## config.mk

```make
export PLATFORM = sky130hd
export DESIGN_NAME = sha256_w_sched_ctrl
export DESIGN_NICKNAME = d
export VERILOG_FILES = /design/src/rtl/sha256_pkg.sv /design/src/rtl/sha256_w_expand.sv /design/src/rtl/sha256_w_sched_ctrl.sv
export SDC_FILE = /design/constraint.sdc
export NUM_CORES = 1
export LEC_CHECK = 0
export ABC_AREA = 1
export ABC_CLOCK_PERIOD_IN_PS = 4600
export CORE_ASPECT_RATIO = 0.7
export CORE_MARGIN = 8
export CORE_UTILIZATION = 35
export CTS_BUF_LIST = sky130_fd_sc_hd__clkbuf_8
export DETAILED_ROUTE_END_ITERATION = 16
export PLACE_DENSITY = 0.54
export SYNTH_ARGS = -nofsm -noshare
export SYNTH_HDL_FRONTEND = slang
export SYNTH_SLANG_ARGS = --single-unit
```

## constraint.sdc

```tcl
create_clock -name CLK -period 4.6 [get_ports CLK]
set_input_delay 0.69 -clock CLK [delete_from_list [all_inputs] [get_ports CLK]]
set_output_delay 0.69 -clock CLK [all_outputs]
set_load 0.01 [all_outputs]
```

## src/rtl/sha256_pkg.sv

```systemverilog
// ----------------------------------------------------------------------------
// sha256_pkg
// Shared definitions for the SHA-256 message-schedule controller:
//   - state_t    : FSM state encoding (IDLE / EMIT / DONE)
//   - WORD_W     : width of one schedule word
//   - WIN_LEN    : depth of the sliding W window (16 words)
//   - ROUNDS_DEF : default number of schedule words emitted per block
//   - s0 / s1    : the small sigma functions of the W expansion
// ----------------------------------------------------------------------------
package sha256_pkg;

   localparam int WORD_W     = 32;
   localparam int WIN_LEN    = 16;
   localparam int ROUNDS_DEF = 64;

   typedef enum logic [1:0] {
      ST_IDLE = 2'd0,
      ST_EMIT = 2'd1,
      ST_DONE = 2'd2
   } state_t;

   // sigma0(x) = ROTR7(x) ^ ROTR18(x) ^ SHR3(x)
   function automatic logic [WORD_W-1:0] s0(input logic [WORD_W-1:0] x);
      return {x[6:0], x[31:7]} ^ {x[17:0], x[31:18]} ^ {3'b000, x[31:3]};
   endfunction

   // sigma1(x) = ROTR17(x) ^ ROTR19(x) ^ SHR10(x)
   function automatic logic [WORD_W-1:0] s1(input logic [WORD_W-1:0] x);
      return {x[16:0], x[31:17]} ^ {x[18:0], x[31:19]} ^ {10'b0, x[31:10]};
   endfunction

endpackage : sha256_pkg

```

## src/rtl/sha256_w_expand.sv

```systemverilog
// ----------------------------------------------------------------------------
// sha256_w_expand
// Purely combinational W expansion:
//   o_w_next = s1(W[t-2]) + W[t-7] + s0(W[t-15]) + W[t-16]   (mod 2^32)
// Seen from the 16-deep window, those taps are win[14], win[9], win[1], win[0].
// Ports:
//   i_w0, i_w1, i_w9, i_w14 : window taps
//   o_w_next                : next schedule word (enters at win[15])
// ----------------------------------------------------------------------------
module sha256_w_expand
   import sha256_pkg::*;
(
   input  logic [WORD_W-1:0] i_w0,
   input  logic [WORD_W-1:0] i_w1,
   input  logic [WORD_W-1:0] i_w9,
   input  logic [WORD_W-1:0] i_w14,
   output logic [WORD_W-1:0] o_w_next
);

   // Carries out of bit 31 drop naturally, giving the mod 2^32 sum.
   assign o_w_next = s1(i_w14) + i_w9 + s0(i_w1) + i_w0;

endmodule : sha256_w_expand

```

## src/rtl/sha256_w_sched_ctrl.sv

```systemverilog
// ----------------------------------------------------------------------------
// sha256_w_sched_ctrl
// Accepts one 512-bit message block and streams the SHA-256 message schedule
// W0..W(ROUNDS-1), one word per handshake, from a 16-word sliding window.
// Ports:
//   CLK, RST          : clock, asynchronous active-low reset
//   in_valid/in_ready : block handshake; block_in = {W0, ..., W15}, big-endian
//   w_valid/w_ready   : word handshake; w_out = W_t, w_round = t
//   abort             : synchronous cancel of the block in flight
//   busy              : FSM not in IDLE
//   done              : one-cycle pulse after the last word is taken
// w_out is driven straight from the window register, so nothing on the input
// side reaches it combinationally.
// ----------------------------------------------------------------------------
module sha256_w_sched_ctrl
   import sha256_pkg::*;
#(
   parameter int ROUNDS = ROUNDS_DEF
)(
   input  logic                   CLK,
   input  logic                   RST,
   input  logic                   in_valid,
   output logic                   in_ready,
   input  logic [WIN_LEN*WORD_W-1:0] block_in,
   output logic                   w_valid,
   input  logic                   w_ready,
   output logic [WORD_W-1:0]      w_out,
   output logic [5:0]             w_round,
   input  logic                   abort,
   output logic                   busy,
   output logic                   done
);

   localparam logic [5:0] T_LAST = 6'(ROUNDS - 1);

   state_t              r_state;
   state_t              w_state_nxt;
   logic [5:0]          r_t;
   logic [WORD_W-1:0]   r_win [WIN_LEN];
   logic [WORD_W-1:0]   w_w_next;
   logic                w_accept;
   logic                w_shift;

   // -------------------------------------------------------------------------
   // State register
   // -------------------------------------------------------------------------
   // NOTE: sequential state uses non-blocking (<=) so every flop samples the
   // pre-edge values; blocking here would create order-dependent simulation.
   always_ff @(posedge CLK or negedge RST) begin
      if (!RST) begin
         r_state <= ST_IDLE;
      end else begin
         r_state <= w_state_nxt;
      end
   end

   // -------------------------------------------------------------------------
   // Next-state and FSM outputs
   // -------------------------------------------------------------------------
   // NOTE: every output of this block gets a default first, so no path leaves
   // a variable unassigned and no latch is inferred.
   always_comb begin
      w_state_nxt = r_state;
      w_accept    = 1'b0;
      w_shift     = 1'b0;
      in_ready    = 1'b0;
      w_valid     = 1'b0;
      busy        = 1'b1;
      done        = 1'b0;

      case (r_state)
         ST_IDLE: begin
            // abort is meaningless here, so it is not looked at.
            // in_ready is gated by RST so it stays low while reset is held.
            in_ready = RST;
            busy     = 1'b0;
            if (in_valid) begin
               w_accept    = 1'b1;
               w_state_nxt = ST_EMIT;
            end
         end
         ST_EMIT: begin
            w_valid = 1'b1;
            if (abort) begin
               // abort beats a simultaneous handshake: no shift, no t++.
               w_state_nxt = ST_IDLE;
            end else if (w_ready) begin
               w_shift = 1'b1;
               if (r_t == T_LAST) begin
                  w_state_nxt = ST_DONE;
               end
            end
         end
         ST_DONE: begin
            // abort also lands in IDLE, and it suppresses the pulse.
            done        = ~abort;
            w_state_nxt = ST_IDLE;
         end
         default: begin
            w_state_nxt = ST_IDLE;
         end
      endcase
   end

   // -------------------------------------------------------------------------
   // Window and round counter
   // -------------------------------------------------------------------------
   sha256_w_expand u_expand (
      .i_w0     (r_win[0]),
      .i_w1     (r_win[1]),
      .i_w9     (r_win[9]),
      .i_w14    (r_win[14]),
      .o_w_next (w_w_next)
   );

   // NOTE: the window is an array of flops, not a RAM, so it can and does take
   // the async reset; that is what makes w_out read 0 while RST is low.
   always_ff @(posedge CLK or negedge RST) begin
      if (!RST) begin
         r_t <= '0;
         for (int k = 0; k < WIN_LEN; k++) begin
            r_win[k] <= '0;
         end
      end else if (w_accept) begin
         r_t <= '0;
         for (int k = 0; k < WIN_LEN; k++) begin
            r_win[k] <= block_in[WORD_W*(WIN_LEN-k)-1 -: WORD_W];
         end
      end else if (w_shift) begin
         r_t <= r_t + 6'd1;
         for (int k = 0; k < WIN_LEN-1; k++) begin
            r_win[k] <= r_win[k+1];
         end
         r_win[WIN_LEN-1] <= w_w_next;
      end
   end

   assign w_out   = r_win[0];
   assign w_round = r_t;

endmodule : sha256_w_sched_ctrl
```

### Word-level counts from Yosys, hierarchy flattened

Index checks and enable logic that the tools add are counted.

| word-level totals | value |
|---|---|
| flip-flop bits (word level) | 520 |
| word-level logic and storage cells | 54 |
| output and inout port bits | 42 |
| input bits | 517 |
| memory bits (writable) | 0 |
| memories | 0 |
| latch bits | 0 |
| ROM bits | 0 |

| operators by class | value |
|---|---|
| shift-type cells | 0 |
| div/mod/pow operators | 0 |
| bitwise gates (word level) | 5 |
| reduce and logical (&&, ||, !) cells | 3 |
| $mul | 0 |
| $lt $le $gt $ge | 0 |
| equality and inequality tests | 6 |
| add/sub/neg operators | 4 |
| multiplexer cells | 18 |

Operators with widths:

| cell | count |
|---|---|
| 512-bit 2-to-1 mux | 2 |
| 32-bit adder | 3 |
| 32-bit XOR | 2 |
| 32-bit by 22-bit XOR with 32-bit output | 1 |
| 32-bit by 29-bit XOR with 32-bit output | 1 |
| 6-bit 2-to-1 mux | 2 |
| 1-bit 2-to-1 mux | 9 |
| 2-bit 2-to-1 mux | 4 |
| 6-bit by 1-bit adder with 6-bit output, second input constant | 1 |
| 6-bit == test, second input constant | 1 |
| 3-bit inequality test, second input constant | 2 |
| 2-bit case mux with 2 select lines | 1 |
| 3-bit AND reduction | 1 |
| 2-bit by 1-bit == test with 1-bit output, second input constant | 1 |
| 2-bit == test, second input constant | 1 |
| 2-bit zero test | 1 |
| 2-bit inequality test, second input constant | 1 |
| 2-bit nonzero test | 1 |
| 1-bit NOT | 1 |

### Depth between registers and ports, before layout

| depth | value |
|---|---|
| depth after elaboration | 7 |
| depth in mapped cells | 21 |
| mapped depth without buffers | 20 |

### Cells and area by module

A second synthesis with hierarchy kept.

| unflattened totals | value |
|---|---|
| cell total of the unflattened synthesis | 4689 |
| area total of the unflattened synthesis | 31297.5 um^2 |

By module, submodules not included:

| module | cells an instance | seq. area each (um^2) | times used | area an instance (um^2) |
|---|---|---|---|---|
| sha256_w_sched_ctrl | 3899 | 13012.5 | 1 | 26216.4 |
| sha256_w_expand | 790 | 0.0 | 1 | 5081.1 |

### Least setup slack after synthesis

OpenSTA, ideal clock, no wires.

| timing | value |
|---|---|
| kind | register to register |
| from | reg r_win[456] (netlist name) |
| to | reg r_win[25] (netlist name) |
| setup time | 116 ps |
| stages on the path, launching flop included | 21 |
| required time | 4484 ps |
| arrival time | 3335 ps |
| path buffers | 1 |
| setup slack | 1148 ps |
| period minus slack after synthesis | 3452 ps |
| cell sequence | dfrtp_1 -> clkbuf_1 -> xnor2_1 -> xor2_1 -> inv_1 -> fa_1 -> fa_1 -> ha_1 -> fa_1 -> nand3_1 -> nand3_1 -> nand2_1 -> nand2_1 -> nand2_1 -> nand2_1 -> nand2_1 -> nand2_1 -> nand2_1 -> nand3_1 -> nand2_1 -> nand2_1 |

| on the way | value |
|---|---|
| word-level cells in the longest chain between the ends | 6 |

Ends and longest elaborated chain:

| what | line | RTL |
|---|---|---|
| start, declared | sha256_w_sched_ctrl.sv:39 | `logic [WORD_W-1:0] r_win [WIN_LEN];` |
| start signal, assigned by index | sha256_w_sched_ctrl.sv:127 | `r_win[k] <= block_in[WORD_W*(WIN_LEN-k)-1 -: WORD_W];` |
| start signal, assigned by index | sha256_w_sched_ctrl.sv:132 | `r_win[k] <= r_win[k+1];` |
| start signal, assigned by index | sha256_w_sched_ctrl.sv:134 | `r_win[WIN_LEN-1] <= w_w_next;` |
| 32-bit XOR | sha256_pkg.sv:24 | `return {x[6:0], x[31:7]} ^ {x[17:0], x[31:18]} ^ {3'b000, x[31:3]};` |
| 32-bit by 29-bit XOR with 32-bit output * | sha256_pkg.sv:24 |  |
| 32-bit adder * (2 in series) | sha256_w_expand.sv:21 | `assign o_w_next = s1(i_w14) + i_w9 + s0(i_w1) + i_w0;` |
| 512-bit 2-to-1 mux * | sha256_w_sched_ctrl.sv:129 | `end else if (w_shift) begin` |
| 512-bit 2-to-1 mux * | sha256_w_sched_ctrl.sv:124 | `end else if (w_accept) begin` |

Every way passes the cells marked *; elsewhere a longest branch is shown, timed or not. The select of a mux whose other input is x is not followed.
A chain may end at the register's enable or synchronous reset.

### Final worst setup path

| timing | value |
|---|---|
| from | reg r_win[459] (netlist name) |
| to | reg r_win[26] (netlist name) |

Same word-level chain as after synthesis.

==> results.toml <==
[flow_run]
max_cap_viol_count = 0

[synth]
syn-num-nets = 4355
synth_top_area_frac = 0.441
ys_seq_elements = 520
ys_seq_area_frac = 0.441
synth-main-ff-cell = "dfrtp_1"
syn_inst = 3744
synth_top_cells_by_count = "nand2_1, dfrtp_1, inv_1"
ys_types = 35
yosysMostFrequentCell = "nand2_1"
synth_edf_count = 0
synth_warnings = 0
synth_top_cell_by_area = "dfrtp_1"
async_flop_share = 1.00
syn_area_mm2 = 0.0295
synth.avg_cell_area_um2 = 7.88
synthTopCellsByArea = "dfrtp_1, nand2_1, a31oi_1"

[critical_path]
crit_type = "register to register"
worstPathMaxFanout = 5
cp.buffers_inverters = 4
slowest_stage = "nor3_1"
startpoint_type = "register"
worstPathCellList = "xnor2_1 -> xor2_1 -> inv_1 -> fa_1 -> inv_1 -> fa_1 -> inv_1 -> ha_1 -> nand2_1 -> inv_1 -> nand2_1 -> nor3_1 -> and2_1 -> nand2_1 -> nand3_1 -> nand3_1 -> nand2_1 -> nand2_1"
worst_ep_arrival_time_ns = 4.88
ff2ff_path_depth = 18
crit_cells = 18
cp-end-kind = "register"
cp_top_family = "simple AND/OR/NAND/NOR gates"
required_ns = 5.19
critPathMaxStageDelay_ns = 0.53
cpMostUsedCell = "nand2_1"

[clock_tree]
cts.sinks = 520
postCtsSetupRepairBufs = 0
numCtsBuffers = 92
h-tree-depth = 3
cts-root-buf = "clkbuf_8"
path_clk_slew_ns = 0.08
clk-insertion-delay-late_ns = 0.73
cts_tree = "done"
cts_buffer_depth = 3
cts_resized = 0

[global_route]
use_met2 = 0.373
use_met3 = 0.0602
grt_overflow = 0
grt_pass1_vias = 26046
gr-usage-met1 = 0.371
grt_busiest_layer = "met2"
grt_max_degree = 198
grt_antenna_before_repair = 21
grt.total_usage = 0.253
grt_first_pass_wirelength_um = 177000

[placed_design]
placed_cell_area_mm2 = 0.0353
hpwl_um = 94600
gp_congestion = 0.954
post-place-ws_ns = 0.529
numPortBuffers = 558

[floorplan]
core_mm2 = 0.0839
io_pins = 559
start_util = 0.352
num_rows = 89
fp.dieArea_mm2 = 0.0940
chipWidth_um = 363
die_y_um = 259

[detailed_routing]
wire_per_inst_um = 22.8
drt-total-wl_um = 122000
vias_per_cell = 4.94
ant_nets = 0
drtIter0Drc = 2564
drtPass1Iterations = 6
vias = 26419
drcViolationCount = 0

[sta]
relSlewSlack = 0.299
hold_viol = 0
period_needed_ns = 4.29
fin_hold_ws_ns = 0.482
setup_viol = 0
setup_slack_ns = 0.312
min_period_over_period = 0.932
final-max-slew-violation-count = 0
rsz0062_at_grt = "no"
setup_tns_ns = 0
worstMarginPinSlew_ns = 1.05
max_freq_ghz = 0.233
skew_ns = 0.0436

[final_layout]
fin_area_mm2 = 0.0372
drive_gt1_frac = 0.0411
syn_to_final_growth_pct = 26.0
fin_nets = 4750
fill_cells = 8589

[status]
status = "finished, final reports clean"

[min_path]
hp-class = "primary input to asynchronous set/reset pin"
flip-flops by register name, summed over array words and instances (netlist names):
signal	flops
r_win	480
w_out	32
w_round	6
r_state	2
routing by layer:
layer,up-vias,part of all wire
met3,143,0.075
met5,-,0.0013
met4,24,0.020
met1,12618,0.47
li1,12765,-
met2,869,0.43
kinds of logic (layout without fill, tap and decap cells):
logic type               after synthesis  after routing  synth area share
XOR/XNOR                             130            130            0.0386
buffers and inverters                707           1168             0.112
AND/OR/NAND/NOR                     1608           1608             0.209
AO/OA/AOI/OAI                        685            685             0.143
adder cells (fa/ha/maj)               94             94            0.0557
other                                  0              9                 0
flip-flops                           520            520             0.441
cell usage in the layout, fill, tap and decap left out, drive strengths merged, types with 22 or more instances in the layout:
| cell | instances |
|---|---|
| a21oi | 22 |
| a31oi | 360 |
| buf | 36 |
| clkbuf | 116 |
| clkdlybuf4s50 | 557 |
| dfrtp | 520 |
| fa | 62 |
| ha | 32 |
| inv | 450 |
| nand2 | 1130 |
| nand3 | 50 |
| nor2 | 406 |
| o211ai | 131 |
| o21ai | 165 |
| xnor2 | 63 |
| xor2 | 67 |
worst register-to-register path, stage by stage, from the launching register on:
cell and delay, ns:
dfrtp_1 0.48, xnor2_1 0.23, xor2_1 0.26, inv_1 0.10, fa_1 0.52, inv_1 0.05
fa_1 0.47, inv_1 0.04, ha_1 0.43, nand2_1 0.14, inv_1 0.09, nand2_1 0.07
nor3_1 0.53, and2_1 0.22, nand2_1 0.14, nand3_1 0.13, nand3_1 0.10, nand2_1 0.10
nand2_1 0.06
through the flow:
step           cells   util
2_1_floorplan   3744      -
3_3_place_gp    5181  0.420
3_5_place_dp    5181  0.420
4_1_cts         5342  0.443
5_1_grt         5348  0.443
6_report        5351  0.443
layout make-up:
type	count	area, um^2	area share
Inverter	414	1560	0.0420
Multi-Input combinational cell	2517	13200	0.355
Timing Repair Buffer	594	6080	0.164
Clock buffer	116	1600	0.0430
Sequential cell	520	13000	0.350
Antenna cell	9	22.5	0.000606
Tap cell	1137	1420	0.0383
Clock inverter	44	275	0.00741
path summary, 6_finish.rpt:
kind                       startpoint         end  slack (ns)
hold reg to reg              r_win[8]    r_win[8]        0.48
min in group CLK             r_win[8]    r_win[8]        0.48
max in group asynchronous         RST  r_win[382]        2.87
setup / recovery           r_win[459]   r_win[26]        0.31
setup reg to reg           r_win[459]   r_win[26]        0.31
hold / removal                    RST   w_out[19]        0.48
what timing repair did:
item / CTS / global route
hold buffers: 1 / 0
setup endpoints to repair: 0 / 0
hold endpoints to repair: 24 / 0
Power is left out: the tool's default activity adds up to more than one toggle a clock period on the data nets, which glitch-free logic cannot reach.
